==> src/rtl/hamming_sec_pkg.sv <==
// Shared constants, FSM state codes and the 8->12 Hamming SEC encode function
// used by the scrubber, its encoder and its decoder.
package hamming_sec_pkg;

   localparam int unsigned CODE_W = 12;
   localparam int unsigned DATA_W = 8;

   // Parity bit positions within the codeword (positions 1,2,4,8 in 1-based terms)
   localparam int unsigned P0_POS = 0;
   localparam int unsigned P1_POS = 1;
   localparam int unsigned P2_POS = 3;
   localparam int unsigned P3_POS = 7;

   localparam logic [2:0] StIdle   = 3'd0;
   localparam logic [2:0] StGap    = 3'd1;
   localparam logic [2:0] StRdReq  = 3'd2;
   localparam logic [2:0] StRdWait = 3'd3;
   localparam logic [2:0] StCheck  = 3'd4;
   localparam logic [2:0] StWrReq  = 3'd5;
   localparam logic [2:0] StNext   = 3'd6;

   function automatic logic [CODE_W-1:0] hamming_encode(input logic [DATA_W-1:0] d);
      logic [CODE_W-1:0] c;
      c         = '0;
      c[2]      = d[0];
      c[4]      = d[1];
      c[5]      = d[2];
      c[6]      = d[3];
      c[8]      = d[4];
      c[9]      = d[5];
      c[10]     = d[6];
      c[11]     = d[7];
      c[P0_POS] = c[2] ^ c[4] ^ c[6] ^ c[8] ^ c[10];
      c[P1_POS] = c[2] ^ c[5] ^ c[6] ^ c[9] ^ c[10];
      c[P2_POS] = c[4] ^ c[5] ^ c[6] ^ c[11];
      c[P3_POS] = c[8] ^ c[9] ^ c[10] ^ c[11];
      return c;
   endfunction

endpackage

==> src/rtl/hamming_sec_scrubber_if.sv <==
// Memory-port bundle between the scrubber (master) and the RAM port arbiter (slave).
interface hamming_sec_scrubber_if
   import hamming_sec_pkg::*;
#(
   parameter int unsigned ADDR_W = 8
);
   logic              mem_req;
   logic              mem_we;
   logic [ADDR_W-1:0] mem_addr;
   logic [CODE_W-1:0] mem_wdata;
   logic              mem_gnt;
   logic [CODE_W-1:0] mem_rdata;

   modport master (
      output mem_req, mem_we, mem_addr, mem_wdata,
      input  mem_gnt, mem_rdata
   );

   modport slave (
      input  mem_req, mem_we, mem_addr, mem_wdata,
      output mem_gnt, mem_rdata
   );
endinterface

==> src/rtl/hamming_sec_decoder.sv <==
// Combinational 12->8 Hamming SEC decoder; syndromes 13-15 pass the raw data bits through.
module hamming_sec_decoder
   import hamming_sec_pkg::*;
(
   input  logic [CODE_W-1:0] in_code,
   output logic [DATA_W-1:0] out_data,
   output logic              error_corrected
);
   logic [3:0]        syndrome;
   logic [CODE_W-1:0] fixed;

   always_comb begin
      syndrome = {^(in_code & 12'hF80), ^(in_code & 12'h878),
                  ^(in_code & 12'h666), ^(in_code & 12'h555)};
      fixed           = in_code;
      error_corrected = 1'b0;
      // Syndrome is the 1-based position of the flipped bit
      if (syndrome != 4'd0 && syndrome <= 4'd12) begin
         fixed[syndrome - 4'd1] = ~in_code[syndrome - 4'd1];
         error_corrected        = 1'b1;
      end
      out_data = {fixed[11], fixed[10], fixed[9], fixed[8],
                  fixed[6], fixed[5], fixed[4], fixed[2]};
   end
endmodule

==> src/rtl/hamming_sec_encoder.sv <==
// Combinational 8->12 Hamming SEC encoder, used to rebuild the write-back codeword.
module hamming_sec_encoder
   import hamming_sec_pkg::*;
(
   input  logic [DATA_W-1:0] data_i,
   output logic [CODE_W-1:0] code_o
);
   assign code_o = hamming_encode(data_i);
endmodule

==> src/rtl/hamming_sec_scrubber.sv <==
// Background scrubber: reads every word, writes back corrected codewords and
// keeps saturating corrected/uncorrectable counters for the CSR block.
module hamming_sec_scrubber
   import hamming_sec_pkg::*;
#(
   parameter int unsigned ADDR_W     = 8,
   parameter int unsigned DEPTH      = 256,
   parameter int unsigned GAP_CYCLES = 16,
   parameter int unsigned CNT_W      = 16
) (
   input  logic                   clk,
   input  logic                   rst,
   input  logic                   enable,
   input  logic                   clear_counts,
   hamming_sec_scrubber_if.master mem,
   output logic                   busy,
   output logic                   pass_done,
   output logic [CNT_W-1:0]       corr_count,
   output logic [CNT_W-1:0]       uncorr_count,
   output logic [ADDR_W-1:0]      last_err_addr,
   output logic                   last_err_valid
);
   localparam int unsigned      GAP_W     = (GAP_CYCLES < 2) ? 1 : $clog2(GAP_CYCLES + 1);
   localparam logic [ADDR_W-1:0] LAST_ADDR = ADDR_W'(DEPTH - 1);
   localparam logic [GAP_W-1:0]  GAP_LOAD  = GAP_W'(GAP_CYCLES);

   logic [2:0]        state_q, state_d;
   logic [ADDR_W-1:0] addr_q, addr_d;
   logic [CODE_W-1:0] code_q, code_d;
   logic [CODE_W-1:0] wdata_q, wdata_d;
   logic [GAP_W-1:0]  gap_q, gap_d;
   logic [CNT_W-1:0]  corr_q, corr_d;
   logic [CNT_W-1:0]  uncorr_q, uncorr_d;
   logic [ADDR_W-1:0] err_addr_q, err_addr_d;
   logic              err_valid_q, err_valid_d;

   logic [DATA_W-1:0] dec_data;
   logic              dec_corr;
   logic [CODE_W-1:0] enc;

   hamming_sec_decoder u_dec (
      .in_code         (code_q),
      .out_data        (dec_data),
      .error_corrected (dec_corr)
   );

   hamming_sec_encoder u_enc (
      .data_i (dec_data),
      .code_o (enc)
   );

   always_comb begin
      state_d     = state_q;
      addr_d      = addr_q;
      code_d      = code_q;
      wdata_d     = wdata_q;
      gap_d       = gap_q;
      corr_d      = corr_q;
      uncorr_d    = uncorr_q;
      err_addr_d  = err_addr_q;
      err_valid_d = err_valid_q;
      case (state_q)
         StIdle: if (enable) state_d = StRdReq;
         StGap: begin
            if (!enable)             state_d = StIdle;
            else if (gap_q <= GAP_W'(1)) state_d = StRdReq;
            else                     gap_d   = gap_q - GAP_W'(1);
         end
         StRdReq: if (mem.mem_gnt) state_d = StRdWait;
         StRdWait: begin
            code_d  = mem.mem_rdata;
            state_d = StCheck;
         end
         StCheck: begin
            if (dec_corr) begin
               wdata_d = enc;
               if (corr_q != '1) corr_d = corr_q + CNT_W'(1);
               state_d = StWrReq;
            end else begin
               // A clean word re-encodes to itself; anything else is a multi-bit error
               if (enc != code_q) begin
                  if (uncorr_q != '1) uncorr_d = uncorr_q + CNT_W'(1);
                  err_addr_d  = addr_q;
                  err_valid_d = 1'b1;
               end
               state_d = StNext;
            end
         end
         StWrReq: if (mem.mem_gnt) state_d = StNext;
         StNext: begin
            addr_d = (addr_q == LAST_ADDR) ? '0 : addr_q + ADDR_W'(1);
            if (!enable) begin
               state_d = StIdle;
            end else if (GAP_CYCLES == 0) begin
               state_d = StRdReq;
            end else begin
               state_d = StGap;
               gap_d   = GAP_LOAD;
            end
         end
         default: state_d = StIdle;
      endcase
      if (clear_counts) begin
         corr_d      = '0;
         uncorr_d    = '0;
         err_valid_d = 1'b0;
      end
   end

   always_ff @(posedge clk or posedge rst) begin
      if (rst) begin
         state_q     <= StIdle;
         addr_q      <= '0;
         code_q      <= '0;
         wdata_q     <= '0;
         gap_q       <= '0;
         corr_q      <= '0;
         uncorr_q    <= '0;
         err_addr_q  <= '0;
         err_valid_q <= 1'b0;
      end else begin
         state_q     <= state_d;
         addr_q      <= addr_d;
         code_q      <= code_d;
         wdata_q     <= wdata_d;
         gap_q       <= gap_d;
         corr_q      <= corr_d;
         uncorr_q    <= uncorr_d;
         err_addr_q  <= err_addr_d;
         err_valid_q <= err_valid_d;
      end
   end

   // Request decodes straight from state_q so reset drops it without a clock edge
   assign mem.mem_req   = (state_q == StRdReq) || (state_q == StWrReq);
   assign mem.mem_we    = (state_q == StWrReq);
   assign mem.mem_addr  = addr_q;
   assign mem.mem_wdata = wdata_q;

   assign busy           = (state_q != StIdle);
   assign pass_done      = (state_q == StNext) && (addr_q == LAST_ADDR);
   assign corr_count     = corr_q;
   assign uncorr_count   = uncorr_q;
   assign last_err_addr  = err_addr_q;
   assign last_err_valid = err_valid_q;
endmodule

==> src/flat_wrapper.sv <==
// flat-port wrapper written by rule: the top's interface ports become plain ports
module hamming_sec_scrubber_flat import hamming_sec_pkg::*;
#(
   parameter int unsigned ADDR_W     = 8,
   parameter int unsigned DEPTH      = 256,
   parameter int unsigned GAP_CYCLES = 16,
   parameter int unsigned CNT_W      = 16
)
  (clk, rst, enable, clear_counts, busy, pass_done, corr_count, uncorr_count, last_err_addr, last_err_valid, mem_mem_req, mem_mem_we, mem_mem_addr, mem_mem_wdata, mem_mem_gnt, mem_mem_rdata);
  hamming_sec_scrubber_if #(.ADDR_W(ADDR_W)) mem_i ();
  input  logic clk;
  input  logic rst;
  input  logic enable;
  input  logic clear_counts;
  output logic busy;
  output logic pass_done;
  output logic [CNT_W-1:0] corr_count;
  output logic [CNT_W-1:0] uncorr_count;
  output logic [ADDR_W-1:0] last_err_addr;
  output logic last_err_valid;
  output wire logic [$bits(mem_i.mem_req)-1:0] mem_mem_req;
  output wire logic [$bits(mem_i.mem_we)-1:0] mem_mem_we;
  output wire logic [$bits(mem_i.mem_addr)-1:0] mem_mem_addr;
  output wire logic [$bits(mem_i.mem_wdata)-1:0] mem_mem_wdata;
  input wire logic [$bits(mem_i.mem_gnt)-1:0] mem_mem_gnt;
  input wire logic [$bits(mem_i.mem_rdata)-1:0] mem_mem_rdata;
  assign mem_mem_req = mem_i.mem_req;
  assign mem_mem_we = mem_i.mem_we;
  assign mem_mem_addr = mem_i.mem_addr;
  assign mem_mem_wdata = mem_i.mem_wdata;
  assign mem_i.mem_gnt = mem_mem_gnt;
  assign mem_i.mem_rdata = mem_mem_rdata;
  hamming_sec_scrubber #(.ADDR_W(ADDR_W), .DEPTH(DEPTH), .GAP_CYCLES(GAP_CYCLES), .CNT_W(CNT_W)) u_core (.clk(clk), .rst(rst), .enable(enable), .clear_counts(clear_counts), .mem(mem_i), .busy(busy), .pass_done(pass_done), .corr_count(corr_count), .uncorr_count(uncorr_count), .last_err_addr(last_err_addr), .last_err_valid(last_err_valid));
endmodule
==> config.mk <==
export PLATFORM = sky130hd
export DESIGN_NAME = hamming_sec_scrubber_flat
export DESIGN_NICKNAME = d
export VERILOG_FILES = /design/src/rtl/hamming_sec_pkg.sv /design/src/rtl/hamming_sec_scrubber_if.sv /design/src/rtl/hamming_sec_decoder.sv /design/src/rtl/hamming_sec_encoder.sv /design/src/rtl/hamming_sec_scrubber.sv /design/src/flat_wrapper.sv
export SDC_FILE = /design/constraint.sdc
export NUM_CORES = 1
export LEC_CHECK = 0
export BUFFER_PORTS_ARGS = -buffer_cell sky130_fd_sc_hd__buf_2
export CAP_MARGIN = 20
export CORE_MARGIN = 2
export CORE_UTILIZATION = 61
export DETAILED_ROUTE_END_ITERATION = 6
export MAX_ROUTING_LAYER = met4
export PLACE_DENSITY = 0.9
export SLEW_MARGIN = 20
export SYNTH_ARGS = -nofsm -noshare
export SYNTH_HDL_FRONTEND = slang
export SYNTH_HIERARCHICAL = 1
export SYNTH_SLANG_ARGS = --single-unit
==> constraint.sdc <==
create_clock -name clk -period 14.01 [get_ports clk]
set_input_delay 0.7005 -clock clk [delete_from_list [all_inputs] [get_ports clk]]
set_output_delay 0.7005 -clock clk [all_outputs]
set_load 0.005 [all_outputs]
==> flow_summary_export.csv <==
group,metric,value,unit
timing,rsz0062_at_grt,"no",
clock_network,h-tree-depth,3,
critical_path,r2r_slack,8.50,ns
synthesis,synth_top_flop_cell,"dfrtp_1",
critical_path,startpoint_type,"flip-flop",
floorplan,start_util,63.20,%
drt,drtIter0Drc,292,
clock_network,path_clk_slew,0.09,ns
clock_network,post_cts_resized,0,
grt,track_usage,26.51,%
floorplan,die_area,8738,um^2
finish,area_growth,12.68,%
timing,hold_violations,0,
drt,drc_errors,0,
clock_network,cts_buffers,9,
timing,finalSetupViolations,0,
grt,grt_pass1_wl,17.77,mm
worst_hold_path,hold_depth,1,
timing,fin_crit_sh,39.34,%
drt,wirelength,10.75,mm
critical_path,slowest_stage,"mux4_1",
place,hpwlAfterDp,7.542,mm
drt,vias,3953,
worst_hold_path,min-delay-start,"u_core/last_err_addr[3]$_DFFE_PP0P_",
drt,via_per_inst,6.148,
critical_path,worstSetupEndpointType,"flip-flop",
floorplan,die_height,93.48,um
synthesis,yosys_warnings,6,
timing,drv_slew,0,
synthesis,ys_ff_latch,81,
synthesis,synth.distinct_cells,59,
floorplan,die_width,93.48,um
clock_network,clock-root-buffer,"clkbuf_8",
critical_path,rr_worst_depth,13,
drt,ant_nets,0,
critical_path,cpLargestDelayFamily,"XOR/XNOR gates",
place,portBuffers,81,
synthesis,synth_area_per_cell,10.41,um^2
synthesis,synthCells,469,
synthesis,yosys.area.top_type_share,41.51,%
drt,first_pass_iters,5,
finish,nNetsFinal,563,
critical_path,cp_max_fo,32,
clock_network,cts_setup_buffers,0,
synthesis,syn_area,4883,um^2
finish,drive_gt1_share,24.03,%
run,maxCapViolCount,0,
timing,setup_tns,0,ns
critical_path,r2r_start,"u_core/code_q[10]$_DFFE_PP0N_",
worst_hold_path,hold_path_class,"flip-flop to flip-flop",
critical_path,crit_buf_inv,1,
grt,grt_overflow_total,0,
clock_network,cts_hold_buffers,0,
synthesis,synth_enable_flop_cells,0,
timing,max_clock_freq,181.4,MHz
timing,min_period,5.512,ns
synthesis,syn_nets,496,
synthesis,synthTopCellsByArea,"dfrtp_1 (42%), xnor2_1 (6.3%), mux2_1 (4.8%)",
timing,skew,0.01560,ns
finish,layout_common_cells,"buf_2 (81), dfrtp_1 (81), xnor2_1 (35)",
grt,grt_pass1_vias,3743,
critical_path,worst_ep_arrival_time,5.75,ns
synthesis,yosysTopAreaCell,"dfrtp_1",
timing,setup_slack,8.498,ns
critical_path,critical_path_required,14.25,ns
critical_path,crit_type,"flip-flop to flip-flop",
clock_network,insertion_delay,0.35,ns
timing,worst_slew_pin_slew,0.8083,ns
grt,antenna_found_initial,0,
clock_network,clock_path_buffers,2,
critical_path,worstReg2RegEnd,"u_core/last_err_addr[5]$_DFFE_PP0P_",
timing,slew-limit-headroom,46.11,%
critical_path,cpMostUsedCell,"xnor2_1",
synthesis,async_flop_share,100.0,%
critical_path,slowest_delay,0.65,ns
finish,num-fill-cells,562,
worst_hold_path,min_to,"u_core/last_err_addr[3]$_DFFE_PP0P_",
clock_network,numClockSinks,81,
grt,grt_max_degree,82,
critical_path,cp_cell_sequence,"xnor2_4, xnor3_2, ha_1, mux4_1, a32oi_1, xnor3_1, xnor2_1, xnor2_1, nand4_1, nor3_2, buf_4, nand2b_1, mux2_1",
clock_network,tritoncts,"done",
floorplan,num_rows,32,
outcome,status,"complete, no violations",
floorplan,coreArea,7727,um^2
place,place_congestion,0.9517,
floorplan,ioPinCount,82,
finish,diodes,0,
drt,routedWlPerCell,16.72,um
synthesis,yosysSeqAreaShare,41.51,%
place,dpl_worst_slack,8.659,ns
## per-stage QoR
step / hold WS [ns] / utilization [%] / cells / area (um^2)
final: 0.4919 / 71.21 / 643 / 5503
after global routing: 0.5208 / 71.21 / 643 / 5503
after CTS: 0.4973 / 71.16 / 643 / 5499
after detailed placement: 0.4848 / 68.44 / 627 / 5289
after global placement: 0.4906 / 68.44 / 627 / 5289
after floorplan: 0.4816 / - / 469 / 4883
## sequential cells by signal (all words and copies together) (netlist names)
name / count
u_core/last_err_addr: 8
u_core/corr_count: 16
u_core/code_q: 12
u_core/uncorr_count: 16
u_core/mem.mem_wdata: 12
u_core/gap_q: 5
u_core/mem.mem_addr: 8
u_core/state_q: 3
u_core/last_err_valid: 1
## logic make-up (layout without fill, tap and decap cells)
group	count (synthesis)	after routing	share of synthesized area (%)
AO/OA/AOI/OAI	76	76	9.736
multiplexers	42	42	10.22
adder cells (fa/ha/maj)	10	10	2.562
flip-flops	81	81	41.51
buffers and inverters	39	111	4.151
AND/OR/NAND/NOR	164	164	19.06
XOR/XNOR	57	57	12.76
## synthesized netlist by cell type, types with 6 or more instances
| cell | count |
|---|---|
| xnor2_1 | 35 |
| and3_1 | 6 |
| nand2b_1 | 6 |
| dfrtp_1 | 81 |
| nor2_1 | 29 |
| a21oi_1 | 22 |
| nor2b_1 | 6 |
| clkbuf_1 | 9 |
| inv_1 | 11 |
| nand4_1 | 19 |
| o21ai_0 | 13 |
| o31ai_1 | 12 |
| or3_1 | 11 |
| or4_1 | 13 |
| mux2_1 | 21 |
| nand3_1 | 19 |
| buf_4 | 9 |
| nand2_1 | 29 |
| nor3_1 | 6 |
| o21ai_1 | 9 |
| ha_1 | 10 |
| xor2_1 | 13 |
| buf_2 | 7 |
| mux2_2 | 16 |
## cell type report
type,count,area (um^2),share of cell area (%)
clock buffers,10,137.6,2.501
well taps,102,127.6,2.319
repair buffers,83,424.2,7.708
flip-flops and latches,81,2027,36.83
multi-input cells,349,2654,48.23
inverters,12,60.06,1.091
clock inverters,6,72.57,1.319
## worst max-delay path by stage
stage,startpoint,depth (start not counted),to
finish,u_core/code_q[10]$_DFFE_PP0N_,13,u_core/last_err_addr[5]$_DFFE_PP0P_
global placement,u_core/code_q[10]$_DFFE_PP0N_,13,u_core/last_err_addr[3]$_DFFE_PP0P_
global route,u_core/code_q[10]$_DFFE_PP0N_,13,u_core/last_err_addr[2]$_DFFE_PP0P_
detailed placement,u_core/code_q[10]$_DFFE_PP0N_,13,u_core/last_err_addr[6]$_DFFE_PP0P_
CTS,u_core/code_q[10]$_DFFE_PP0N_,13,u_core/last_err_addr[5]$_DFFE_PP0P_
floorplan,u_core/code_q[10]$_DFFE_PP0N_,14,u_core/uncorr_count[1]$_DFFE_PP0P_
## metal layers
layer  vias up  wire (um)  track usage, %
met5         -          0               -
met4         0        208           11.03
met3        24        597           3.787
met2       168       5143           41.85
met1      1928       4805           34.67
li1       1833          -               -
Power is not shown: default switching activity piles up to over one toggle a cycle in this logic, so the estimate is an artifact.
